### src/rtl/vga_sync.sv
// VGA 640x480@60 timing generator: pixel-rate tick enable from the system clock,
// pixel/line counters, registered active-low syncs and frame boundary pulse.
module vga_sync #(
    parameter int CLK_DIV   = 4,
    parameter int H_DISPLAY = 640,
    parameter int H_FRONT   = 16,
    parameter int H_SYNC    = 96,
    parameter int H_BACK    = 48,
    parameter int V_DISPLAY = 480,
    parameter int V_FRONT   = 10,
    parameter int V_SYNC    = 2,
    parameter int V_BACK    = 33
) (
    input  logic       clk,
    input  logic       reset,
    output logic       p_tick,
    output logic [9:0] x,
    output logic [9:0] y,
    output logic       video_on,
    output logic       hsync,
    output logic       vsync,
    output logic       frame_tick
);

    localparam int H_TOTAL = H_DISPLAY + H_FRONT + H_SYNC + H_BACK;
    localparam int V_TOTAL = V_DISPLAY + V_FRONT + V_SYNC + V_BACK;
    localparam int DIV_W   = (CLK_DIV > 2) ? $clog2(CLK_DIV) : 1;

    localparam logic [DIV_W-1:0] DIV_LAST = DIV_W'(CLK_DIV - 1);
    localparam logic [DIV_W-1:0] DIV_ONE  = DIV_W'(1);

    localparam logic [9:0] X_LAST   = 10'(H_TOTAL - 1);
    localparam logic [9:0] Y_LAST   = 10'(V_TOTAL - 1);
    localparam logic [9:0] X_VIS    = 10'(H_DISPLAY);
    localparam logic [9:0] Y_VIS    = 10'(V_DISPLAY);
    localparam logic [9:0] HS_START = 10'(H_DISPLAY + H_FRONT);
    localparam logic [9:0] HS_END   = 10'(H_DISPLAY + H_FRONT + H_SYNC - 1);
    localparam logic [9:0] VS_START = 10'(V_DISPLAY + V_FRONT);
    localparam logic [9:0] VS_END   = 10'(V_DISPLAY + V_FRONT + V_SYNC - 1);

    logic [DIV_W-1:0] div_q, div_d;
    logic [9:0]       x_q, x_d;
    logic [9:0]       y_q, y_d;
    logic             hsync_q, hsync_d;
    logic             vsync_q, vsync_d;

    logic tick;
    logic x_wrap;
    logic y_wrap;

    assign tick   = (div_q == DIV_LAST);
    assign x_wrap = (x_q == X_LAST);
    assign y_wrap = (y_q == Y_LAST);

    always_comb begin
        div_d   = tick ? '0 : div_q + DIV_ONE;
        x_d     = x_q;
        y_d     = y_q;
        hsync_d = hsync_q;
        vsync_d = vsync_q;
        if (tick) begin
            x_d = x_wrap ? 10'd0 : x_q + 10'd1;
            if (x_wrap) begin
                y_d = y_wrap ? 10'd0 : y_q + 10'd1;
            end
            // Syncs are decoded from the coordinates being loaded so they line up with x/y.
            hsync_d = !((x_d >= HS_START) && (x_d <= HS_END));
            vsync_d = !((y_d >= VS_START) && (y_d <= VS_END));
        end
    end

    always_ff @(posedge clk or posedge reset) begin
        if (reset) begin
            div_q   <= '0;
            x_q     <= '0;
            y_q     <= '0;
            hsync_q <= 1'b1;
            vsync_q <= 1'b1;
        end else begin
            div_q   <= div_d;
            x_q     <= x_d;
            y_q     <= y_d;
            hsync_q <= hsync_d;
            vsync_q <= vsync_d;
        end
    end

    assign p_tick     = tick;
    assign x          = x_q;
    assign y          = y_q;
    assign hsync      = hsync_q;
    assign vsync      = vsync_q;
    assign video_on   = (x_q < X_VIS) && (y_q < Y_VIS);
    assign frame_tick = tick && x_wrap && y_wrap;

endmodule

### config.mk
export PLATFORM = sky130hd
export DESIGN_NAME = vga_sync
export DESIGN_NICKNAME = d
export VERILOG_FILES = /design/src/rtl/vga_sync.sv
export SDC_FILE = /design/constraint.sdc
export NUM_CORES = 1
export LEC_CHECK = 0
export BUFFER_PORTS_ARGS = -buffer_cell sky130_fd_sc_hd__buf_2
export CAP_MARGIN = 20
export CORE_ASPECT_RATIO = 0.8
export CORE_UTILIZATION = 45
export CTS_CLUSTER_DIAMETER = 200
export DETAILED_ROUTE_END_ITERATION = 8
export PLACE_DENSITY = 0.77
export REMOVE_ABC_BUFFERS = 1
export SYNTH_ARGS = -nofsm -noshare
export SYNTH_HDL_FRONTEND = slang
export SYNTH_SLANG_ARGS = --single-unit
### constraint.sdc
create_clock -name clk -period 4.4 [get_ports clk]
set_clock_uncertainty 0.05 [all_clocks]
set_input_delay 0.22 -clock clk [delete_from_list [all_inputs] [get_ports clk]]
set_output_delay 0.22 -clock clk [all_outputs]
set_load 0.01 [all_outputs]
==> results.yml <==
run_status:
  outcome: "completed"
placement:
  place_ws_ps: 1910
  place.gp.congestion: 0.863
  dp_hpwl_mm: 2.33
  io_buffers: 26
  dp_cells: 232
  placed_area_um2: 1650
yosys:
  synthSimpleGateAreaFrac: 0.274
  ys_types: 47
  synth_top_family_by_area: "simple AND/OR/NAND/NOR gates"
  synth.area.mux_share: 0.00651
  synth_compound_area_frac: 0.182
  synth-xor-area-share: 0.0456
  yosys_warnings: 0
  synth-main-ff-cell: "dfrtp_1"
  yosysSeqAreaShare: 0.393
  syn-cell-area_um2: 1540
  synthAdderAreaFrac: 0.0407
  synthCells: 178
  synth-seq-cells: 24
  synth_edf_count: 0
  async_flop_share: 1.00
  syn_avg_cell_area_um2: 8.63
run:
  max_cap_viol_count: 0
timing:
  post-route-period-util: 0.634
  fin_crit_ps: 2790
  final_hold_viol_count: 0
  setup_viol: 0
  worstMarginPinSlew_ps: 894
  rsz0062_at_grt: "no"
  fmax_ghz: 0.359
  setup_ws_ps: 1610
  timing.final.max_slew_violations: 0
  max_slew_margin: 0.403
  finalSetupTns_ps: 0
clocking:
  clockBufferDepth: 2
  cts_max_level: 1
  post-cts-setup-buffers: 0
  clk_pin_slew_ps: 80
  clock-root-buffer: "clkbuf_8"
  cts.sinks: 24
  hold_buffers: 0
  ctsResizeCount: 0
  numCtsBuffers: 3
  tritoncts: "done"
  clkLatencyLatePin_ps: 260
detailed_routing:
  via_per_inst: 5.73
  first_pass_iters: 4
  drc: 0
  wirelength_mm: 3.30
  wire_per_inst_um: 14.0
  first_iter_violations: 92
  dr_total_vias: 1346
  antenna_left: 0
final_layout:
  layout.nets: 204
  syn2layout_area_growth_pct: 10.3
  instances_no_fill: 235
  final_common_cell: "buf_2"
  final_cell_mix: "26 x buf_2, 22 x dfrtp_1, 16 x nand2_1"
  fin_area_um2: 1690
  antennaDiodeCount: 0
  drive_gt1_frac: 0.195
  fill_cells: 294
power:
  ir_worst_vdd_mv: 0.148
  p_leak_nw: 0.731
  powerDensity_nw_per_um2: 206
  finalPower_w: 0.000349
min_path:
  hold_path_class: "input pin to async pin"
worst_setup_path:
  start_kind: "flip-flop"
  rr_worst_depth: 6
  slowest_delay_ps: 760
  path_buf_inv: 1
  crit_fanout: 17
  arrival_ps: 2520
  cpLargestDelayFamily: "simple AND/OR/NAND/NOR gates"
  worst_path_max_delay_cell: "nor4_4"
  critPathKind: "flip-flop to output pin"
  crit_path_cell_trace: "ha_1, nand4_1, nor4_4, nand2_2, nor2_1, buf_2"
  worstSetupEndpointType: "output pin"
  cp.required_ps: 4130
  rr_endpoint: "y[7]$_DFFE_PP0P_"
  r2r_start: "x[1]$_DFFE_PP0P_"
  r2r_setup_slack_ps: 1920
die:
  coreArea_um2: 3180
  die_h_um: 54.3
  die_area_um2: 3650
  ioPinCount: 27
  rows: 18
  die_x_um: 67.3
  start_util: 0.484
grt:
  grt_pass1_vias: 1182
  overflow: 0
  antenna_found_initial: 0
  grtUsageTotal: 0.205
  grt_first_pass_wirelength_mm: 5.54
  grt_max_degree: 25
## where the power goes
part            total [W]  leakage, nW  switching (W)  internal (W)
registers        0.000220        0.314              0      0.000220
logic          0.00000452        0.395     0.00000416   0.000000356
clock network    0.000124       0.0216      0.0000632     0.0000611
total            0.000349        0.731      0.0000674      0.000282
## sequential cells by signal, summed over array words and instances, names as in the netlist
register,cells
hsync,1
div_q,2
vsync,1
y,10
x,10
## cell families after synthesis
| family | after synthesis |
|---|---|
| buffers and inverters | 19 |
| adders and majority gates | 5 |
| and+or+nand+nor | 75 |
| muxes | 1 |
| AOI/OAI and AO/OA | 46 |
| xor gates and xnor gates | 8 |
| DFF | 24 |
## synth_stat cells (3+ instances only)
cell / count / area (um2)
ha_1: 5 / 62.6
nor2_1: 15 / 56.3
a21oi_1: 12 / 60.1
nor3_1: 4 / 20.0
inv_1: 6 / 22.5
nand4_1: 6 / 37.5
a21o_1: 3 / 22.5
o21ai_1: 14 / 70.1
buf_2: 3 / 15.0
nand3b_1: 3 / 22.5
dfrtp_1: 22 / 551
xnor2_1: 6 / 52.6
nand2_1: 16 / 60.1
and3_1: 4 / 25.0
and2_1: 3 / 18.8
nand3_1: 8 / 40.0
o21ai_0: 3 / 15.0
o31ai_1: 4 / 30.0
clkbuf_1: 5 / 18.8
## metrics by stage
stage,hold slack [ps],util
2_1_floorplan,183,-
3_3_place_gp,367,0.520
3_5_place_dp,380,0.520
4_1_cts,125,0.533
5_1_grt,180,0.533
6_report,90.4,0.533
## layer usage
metal	share of wire	vias to the layer above	track usage
li1	-	674	-
met1	0.48	636	0.310
met2	0.47	36	0.282
met3	0.052	0	0.0521
met4	0	0	0.0603
met5	0	-	0
## worst max path at each step
stage / start / endpoint / slack [ps] / depth (start not counted)
floorplan: x[1]$_DFFE_PP0P_ / frame_tick / 2220 / 5
global placement: x[6]$_DFFE_PP0P_ / frame_tick / 1980 / 5
detailed placement: x[1]$_DFFE_PP0P_ / frame_tick / 1910 / 6
CTS: x[1]$_DFFE_PP0P_ / frame_tick / 1590 / 6
global route: x[1]$_DFFE_PP0P_ / frame_tick / 1360 / 6
finish: x[1]$_DFFE_PP0P_ / frame_tick / 1610 / 6
## cell type report
type                    instances  area [um2]  share of cell area
multi-input cells             135         843               0.498
flip-flops and latches         24         603               0.356
inverters                       7        26.3              0.0155
repair buffers                 26         130              0.0768
well taps                      40        50.0              0.0295
clock buffers                   3        41.3              0.0244
Note: power is estimated with default switching activity, not from simulation.
